**src/rtl/mem_bus_arbiter.sv**
```systemverilog
// mem_bus_arbiter: shares one 32-bit memory bus between fetch and data access.
// MEM has priority, except that IF wins right after a MEM grant so fetch cannot starve.
module mem_bus_arbiter #(
    parameter int TIMEOUT = 255
) (
    input  logic        clk,
    input  logic        rst,
    input  logic        if_req_i,
    input  logic [31:0] if_addr_i,
    output logic [31:0] if_data_o,
    output logic        if_ack_o,
    input  logic        mem_req_i,
    input  logic        mem_we_i,
    input  logic [3:0]  mem_sel_i,
    input  logic [31:0] mem_addr_i,
    input  logic [31:0] mem_wdata_i,
    output logic [31:0] mem_rdata_o,
    output logic        mem_ack_o,
    output logic        bus_ce_o,
    output logic        bus_we_o,
    output logic [3:0]  bus_sel_o,
    output logic [31:0] bus_addr_o,
    output logic [31:0] bus_wdata_o,
    input  logic [31:0] bus_rdata_i,
    input  logic        bus_ack_i,
    output logic        err_o,
    output logic [5:0]  stall_o
);
    typedef enum logic [1:0] {IDLE, IF_BUSY, MEM_BUSY} state_t;

    localparam logic [7:0] TMO = 8'(TIMEOUT);

    state_t      state_q, state_d;
    logic        last_mem_q, last_mem_d;
    logic [7:0]  cnt_q, cnt_d;
    logic        ce_q, ce_d;
    logic        we_q, we_d;
    logic [3:0]  sel_q, sel_d;
    logic [31:0] addr_q, addr_d;
    logic [31:0] wdata_q, wdata_d;
    logic [31:0] if_data_q, if_data_d;
    logic        if_ack_q, if_ack_d;
    logic [31:0] mem_rdata_q, mem_rdata_d;
    logic        mem_ack_q, mem_ack_d;
    logic        err_q, err_d;

    logic        if_ok, mem_ok, done;
    logic [7:0]  cnt_inc;
    logic [31:0] rdata;

    // Arbitration, wait counting and completion (ack or timeout abort)
    always_comb begin
        state_d     = state_q;
        last_mem_d  = last_mem_q;
        cnt_d       = cnt_q;
        ce_d        = ce_q;
        we_d        = we_q;
        sel_d       = sel_q;
        addr_d      = addr_q;
        wdata_d     = wdata_q;
        if_data_d   = if_data_q;
        if_ack_d    = 1'b0;
        mem_rdata_d = mem_rdata_q;
        mem_ack_d   = 1'b0;
        err_d       = 1'b0;
        // A requester still holding req in its own ack cycle is not re-served.
        if_ok       = if_req_i & ~if_ack_q;
        mem_ok      = mem_req_i & ~mem_ack_q;
        cnt_inc     = cnt_q + 8'd1;
        done        = 1'b0;
        rdata       = 32'h0;
        unique case (state_q)
            IDLE: begin
                if (mem_ok && !(last_mem_q && if_ok)) begin
                    state_d    = MEM_BUSY;
                    last_mem_d = 1'b1;
                    cnt_d      = 8'd0;
                    ce_d       = 1'b1;
                    we_d       = mem_we_i;
                    sel_d      = mem_sel_i;
                    addr_d     = mem_addr_i;
                    wdata_d    = mem_wdata_i;
                end else if (if_ok) begin
                    state_d    = IF_BUSY;
                    last_mem_d = 1'b0;
                    cnt_d      = 8'd0;
                    ce_d       = 1'b1;
                    we_d       = 1'b0;
                    sel_d      = 4'b1111;
                    addr_d     = if_addr_i;
                end
            end
            IF_BUSY, MEM_BUSY: begin
                done  = bus_ack_i | (cnt_inc == TMO);
                rdata = bus_ack_i ? bus_rdata_i : 32'h0;
                if (done) begin
                    state_d = IDLE;
                    cnt_d   = 8'd0;
                    ce_d    = 1'b0;
                    we_d    = 1'b0;
                    err_d   = ~bus_ack_i;
                    if (state_q == IF_BUSY) begin
                        if_ack_d  = 1'b1;
                        if_data_d = rdata;
                    end else begin
                        mem_ack_d   = 1'b1;
                        mem_rdata_d = rdata;
                    end
                end else begin
                    cnt_d = cnt_inc;
                end
            end
            default: state_d = IDLE;
        endcase
    end

    // State and output registers, cleared asynchronously
    always_ff @(posedge clk or negedge rst) begin
        if (!rst) begin
            state_q     <= IDLE;
            last_mem_q  <= 1'b0;
            cnt_q       <= 8'd0;
            ce_q        <= 1'b0;
            we_q        <= 1'b0;
            sel_q       <= 4'b0;
            addr_q      <= 32'h0;
            wdata_q     <= 32'h0;
            if_data_q   <= 32'h0;
            if_ack_q    <= 1'b0;
            mem_rdata_q <= 32'h0;
            mem_ack_q   <= 1'b0;
            err_q       <= 1'b0;
        end else begin
            state_q     <= state_d;
            last_mem_q  <= last_mem_d;
            cnt_q       <= cnt_d;
            ce_q        <= ce_d;
            we_q        <= we_d;
            sel_q       <= sel_d;
            addr_q      <= addr_d;
            wdata_q     <= wdata_d;
            if_data_q   <= if_data_d;
            if_ack_q    <= if_ack_d;
            mem_rdata_q <= mem_rdata_d;
            mem_ack_q   <= mem_ack_d;
            err_q       <= err_d;
        end
    end

    // Stall vector: a pending data access freezes pc..mem, a pending fetch pc..if
    always_comb begin
        stall_o = 6'b000000;
        if (!rst) begin
            stall_o = 6'b000000;
        end else if (mem_req_i && !mem_ack_q) begin
            stall_o = 6'b011111;
        end else if (if_req_i && !if_ack_q) begin
            stall_o = 6'b000011;
        end
    end

    assign if_data_o   = if_data_q;
    assign if_ack_o    = if_ack_q;
    assign mem_rdata_o = mem_rdata_q;
    assign mem_ack_o   = mem_ack_q;
    assign bus_ce_o    = ce_q;
    assign bus_we_o    = we_q;
    assign bus_sel_o   = sel_q;
    assign bus_addr_o  = addr_q;
    assign bus_wdata_o = wdata_q;
    assign err_o       = err_q;

endmodule
```
**config.mk**
```make
export PLATFORM = sky130hd
export DESIGN_NAME = mem_bus_arbiter
export DESIGN_NICKNAME = d
export VERILOG_FILES = /design/src/rtl/mem_bus_arbiter.sv
export SDC_FILE = /design/constraint.sdc
export NUM_CORES = 1
export LEC_CHECK = 0
export BUFFER_PORTS_ARGS = -buffer_cell sky130_fd_sc_hd__buf_2
export CAP_MARGIN = 40
export CORE_UTILIZATION = 47
export CTS_CLUSTER_DIAMETER = 150
export DETAILED_ROUTE_END_ITERATION = 12
export PLACE_DENSITY_LB_ADDON = 0.1
export SYNTH_ARGS = -nofsm -noshare
export SYNTH_HDL_FRONTEND = slang
export SYNTH_SLANG_ARGS = --single-unit
export TNS_END_PERCENT = 30
```
**constraint.sdc**
```tcl
create_clock -name clk -period 2.7 [get_ports clk]
set_clock_uncertainty 0.2 [all_clocks]
set_input_delay 0.135 -clock clk [delete_from_list [all_inputs] [get_ports clk]]
set_output_delay 0.135 -clock clk [all_outputs]
set_load 0.01 [all_outputs]
```
==> After elaboration in Yosys (flattened, before gate mapping) <==
Cells that the tools add are included.
{ "totals": {"wordCells": 76, "output_inout_bits": 143, "regBits": 148} }
{ "classes": {"n_eq_ne": 5, "add_sub_neg": 1, "n_reduce_logical": 18, "muxes": 32, "n_bitwise": 7} }
{ "ops": {"columns": ["operator", "n"], "rows": [
  ["$mux 32", 3],
  ["$mux 8", 3],
  ["$pmux 8 s2", 1],
  ["$mux 1", 14],
  ["$mux 5", 2],
  ["$reduce_and 3->1", 3],
  ["$add 8x1->8 const B", 1],
  ["$eq 8x8->1 const B", 1],
  ["$mux 2", 4],
  ["$mux 4", 2],
  ["$reduce_and 2->1", 4],
  ["$logic_and 1x1->1", 4],
  ["$not 1->1", 4],
  ["$pmux 1 s2", 2],
  ["$pmux 2 s2", 1],
  ["$reduce_bool 2->1", 2],
  ["$logic_not 1->1", 3],
  ["$ne 3x3->1 const B", 1],
  ["$and 1x1->1", 2],
  ["$eq 2x1->1 const B", 1],
  ["$eq 2x2->1 const B", 1],
  ["$logic_not 2->1", 1],
  ["$ne 2x2->1 const B", 1],
  ["$reduce_or 2->1", 1],
  ["$or 1x1->1", 1]
]} }

==> Longest topological paths before layout <==
{ "depth": {"depth_word": 7, "mapped_depth": 8, "mapped_depth_nobuf": 7} }

==> Worst setup path before layout <==
Ideal clock, no wire load.
{ "synth_path": {"kind": "register to register", "from": "register cnt_q[2]", "to": "register mem_rdata_q[10], in the netlist mem_rdata_o[10]", "setup_ps": 121, "setup_slack_ps": 262, "path_stages_with_launch": 8, "required_time_ps": 2379, "path_buffers": 1, "arrival_ps": 2117, "period_less_slack_ps": 2438, "path_cell_list": "dfrtp_1 > nand3_2 > or4_4 > a221oi_2 > a31o_2 > nand2_4 > buf_6 > a22o_1"} }
{ "synth_via": {"elab_chain_cells": 4} }
{ "synth_lines": {"columns": ["element", "line_no", "source"], "rows": [
  ["from (decl)", "35", "logic [7:0] cnt_q, cnt_d;"],
  ["from (signal assigned)", "136", "cnt_q <= cnt_d;"],
  ["$add 8x1->8", "69", "cnt_inc = cnt_q + 8'd1;"],
  ["$eq 8x8->1", "94", "done = bus_ack_i | (cnt_inc == TMO);"],
  ["$or 1x1->1", "94", null],
  ["$reduce_and 3->1 (no source line)", null, null],
  ["to (signal assigned)", "144", "mem_rdata_q <= mem_rdata_d;"],
  ["to (decl)", "43", "logic [31:0] mem_rdata_q, mem_rdata_d;"]
]} }
Every way passes these cells.
A chain may end at the register's enable or synchronous reset.

==> Final worst setup path <==
{ "layout_path": {"from": "register mem_ack_q, in the netlist mem_ack_o", "to": "register addr_q[17], in the netlist bus_addr_o[17]"} }
{ "layout_via": {"elab_chain_cells": 5, "word_cells_on_any_way": 6, "cone_classes": "mux (1); bitwise (2); reduce/logical (3)"} }
{ "layout_lines": {"columns": ["element", "line_no", "source"], "rows": [
  ["from (decl)", "44", "logic mem_ack_q, mem_ack_d;"],
  ["from (signal assigned)", "145", "mem_ack_q <= mem_ack_d;"],
  ["$not 1->1 *", "68", "mem_ok = mem_req_i & ~mem_ack_q;"],
  ["$and 1x1->1 *", "68", null],
  ["$logic_and 1x1->1 *", "74", "if (mem_ok && !(last_mem_q && if_ok)) begin"],
  ["$reduce_bool 2->1 (no source line)", null, null],
  ["$reduce_and 2->1 (no source line)", null, null],
  ["to (signal assigned)", "140", "addr_q <= addr_d;"],
  ["to (decl)", "39", "logic [31:0] addr_q, addr_d;"]
]} }
Mark *: on every way between the ends. The rest lies on a longest branch, timed or not.

==> run_results.csv <==
group,metric,value,unit
route,routed-via-count,5435,
worst_setup_path,cpMaxStageDelayCell,"dlygate4sd3_1",
synth,netlist_area,6000,um2
clocking,clkLatencyLatePin,0.41,ns
route,postRouteAntennaNets,0,
cells_and_area,layout.nets,1019,
pwr,p_int,6.72,mW
timing,max_freq,392,MHz
global_route,gr-total-overflow,0,
clocking,cts_tree,"built",
synth,yosys-top-cells-area,"dfrtp_1, a22o_1, mux2_2",
clocking,path_clk_slew,0.07,ns
cells_and_area,syn2layout_area_growth,58.9,%
die,dieHeight,115,um
timing,setup_viol_count_final,0,
global_route,grt_max_degree,149,
synth,syn_inst,468,
synth,ys_types,38,
route,drt_iter0_drc,333,
die,core,12200,um2
synth,synth.net_count,610,
worst_setup_path,end_kind,"register",
synth,synth_seq_cells,148,
pwr,p_total,10.5,mW
die,pin_count,281,
global_route,grt_usage,0.274,
pwr,p_sw_frac,0.359,
clocking,clock_path_buffers,2,
clocking,cts_buffers,17,
timing,timing.hold.ws,0.0525,ns
run,drv_cap,0,
route,wl_per_cell,16.8,um
pwr,p_sw,3.77,mW
synth,syn_area_per_cell,12.8,um2
cells_and_area,insertedDiodeCount,0,
timing,finalHoldViolations,0,
timing,relSlewSlack,0.502,
place,portBuffers,279,
worst_setup_path,cp.arrival,2.61,ns
synth,ys.warnings.count,0,
timing,fin_crit_sh,0.944,
die,dieArea,13200,um2
synth,synth_top_cell_by_area,"dfrtp_1",
timing,tns,0,ns
pwr,leakage,4.63,nW
timing,fin_crit,2.55,ns
worst_setup_path,crit_chain,"nand2b_2, a31oi_4, buf_12, mux2i_1, dlygate4sd3_1, a21oi_1",
synth,seq_area_frac_synth,0.617,
place,place_hpwl,10.2,mm
pwr,power.share.clock,0.224,
pwr,p_comb_frac,0.413,
timing,drv_slew,0,
die,fp.dieW,115,um
pwr,power_frac_seq,0.363,
global_route,grt_pass1_vias,5574,
global_route,grt_pass1_wl,27.4,mm
hold_path,hp-class,"primary input to register",
worst_setup_path,required,2.77,ns
route,viasPerCell,5.14,
synth,synthDominantCellAreaShare,0.617,
die,start_util,0.491,
pwr,p_per_area,1100,nW/um2
worst_setup_path,cp_max_fo,32,
route,wl,17.8,mm
place,gp_congestion,0.858,
cells_and_area,fill_cells,809,
die,row_count,40,
timing,tightest_slew,0.747,ns
pwr,max-vdd-ir-drop,0.000697,V
timing,rsz0062_at_grt,"false",
route,first_pass_iters,4,
place,post-place-ws,0.0582,ns
clocking,htree_levels,4,
clocking,clock_sinks,148,
route,drc,0,
worst_setup_path,path_class,"register to register",
worst_setup_path,crit_path_max_incr_delay,0.62,ns
cells_and_area,drive_gt1_frac,0.411,
timing,layout_setup_ws,0.151,ns
outcome,status,"complete, no violations",
worst_setup_path,startpoint_type,"register",
clocking,cts-root-buf,"clkbuf_16",
global_route,antenna_found_initial,0,
per-layer routing:
| metal | vias to the layer above | GRT usage | wire, um |
|---|---|---|---|
| met4 | 0 | 0.124 | 524 |
| met1 | 2615 | 0.316 | 7000 |
| met2 | 253 | 0.477 | 9000 |
| met5 | - | 0 | 0 |
| li1 | 2515 | - | - |
| met3 | 52 | 0.0759 | 1260 |
cells in the mapped netlist:
| library cell | n |
|---|---|
| a31o_2 | 2 |
| a31oi_1 | 2 |
| conb_1 | 1 |
| nor2_1 | 39 |
| buf_1 | 5 |
| nand3_1 | 3 |
| clkbuf_1 | 17 |
| a22o_1 | 66 |
| or4_4 | 1 |
| o22a_1 | 4 |
| nand2_1 | 15 |
| a21oi_1 | 39 |
| and3b_1 | 1 |
| and4b_1 | 1 |
| o31ai_1 | 2 |
| o21ai_0 | 7 |
| a32o_1 | 1 |
| dfrtp_1 | 148 |
| ha_1 | 4 |
| o311ai_0 | 1 |
| a21o_1 | 2 |
| buf_6 | 6 |
| inv_1 | 10 |
| or2_2 | 1 |
| and2_1 | 2 |
| mux2i_1 | 32 |
| nand4_1 | 1 |
| nand2_4 | 2 |
| or3_1 | 4 |
| buf_4 | 4 |
| nor2b_1 | 1 |
| nand3_2 | 1 |
| o22ai_1 | 3 |
| o2bb2ai_1 | 3 |
| a21boi_0 | 1 |
| mux2_2 | 32 |
| a221oi_2 | 1 |
| nand2b_1 | 3 |
final cells by class:
class | instances | area (um2) | share of cell area
repair buffers | 422 | 2850 | 0.299
inverters | 10 | 37.5 | 0.00394
well taps | 168 | 210 | 0.0220
flip-flops and latches | 148 | 3710 | 0.389
clock buffers | 19 | 443 | 0.0465
multi-input cells | 278 | 2140 | 0.224
clock inverters | 13 | 150 | 0.0157
cells by family (layout without fill, tap and decap cells):
family                   Yosys count  count (layout)  share of synthesized area
buffers and inverters             42             464                     0.0363
other                              1               1                   0.000625
AND/OR/NAND/NOR                   75              75                     0.0592
flip-flops                       148             148                      0.617
adder cells (fa/ha/maj)            4               4                    0.00834
multiplexers                      64              64                      0.113
AO/OA/AOI/OAI                    134             134                      0.165
sequential cells by signal (all words and copies together) (netlist names):
signal and count:
mem_ack_o 1, err_o 1, cnt_q 8, bus_wdata_o 32, bus_addr_o 32, bus_sel_o 4, last_mem_q 1, if_ack_o 1
mem_rdata_o 32, state_q 2, bus_we_o 1, if_data_o 32, bus_ce_o 1
critical path: cells and delay by family (launching register included):
family	cells	cell delay, ns
buffers and inverters	2	0.90
and+or+nand+nor	1	0.25
muxes	1	0.28
AOI/OAI and AO/OA	2	0.36
DFF	1	0.37
final timing paths:
check,startpoint,to,slack (ns),cells after the start
setup / recovery,mem_ack_o,bus_addr_o[17],0.15,6
hold / removal,mem_req_i,state_q[0],0.05,4
setup reg to reg,mem_ack_o,bus_addr_o[17],0.15,6
hold reg to reg,bus_we_o,bus_we_o,0.29,1
max in group asynchronous,rst,cnt_q[1],1.46,3
min in group asynchronous,rst,cnt_q[6],0.29,3
power groups by stage:
stage | Sequential, mW | Clock, mW | Combinational (mW)
after floorplan | 4.24 | 0 | 1.93
after global placement | 3.76 | 0 | 3.89
after detailed placement | 3.77 | 0 | 4.02
after CTS | 3.77 | 2.38 | 4.27
after global routing | 3.92 | 2.50 | 4.68
final | 3.80 | 2.35 | 4.33
timing repair:
item                                   in CTS  in global routing
buffers inserted                            0                  0
resized for setup                           0                  8
setup endpoints to repair                   0                 70
hold buffers                              135                  0
endpoints found under the hold margin     282                  0
stage by stage:
step	area, um2	std cells	util
3_5_place_dp	7560	891	0.619
5_1_grt	9540	1058	0.781
2_1_floorplan	6000	468	-
6_report	9540	1058	0.781
3_3_place_gp	7560	891	0.619
4_1_cts	9500	1058	0.778
layout by cell type, fill, tap and decap left out, types with 6 or more instances in the layout:
master / netlist / final
a21oi_1: 39 / 38
a22o_1: 66 / 66
buf_2: 0 / 278
clkbuf_16: 0 / 17
dfrtp_1: 148 / 146
dlygate4sd3_1: 0 / 135
inv_1: 10 / 10
mux2_2: 32 / 32
mux2i_1: 32 / 32
nand2_1: 15 / 14
nor2_1: 39 / 39
o21ai_0: 7 / 6
Power figures use the tool's default switching activity.
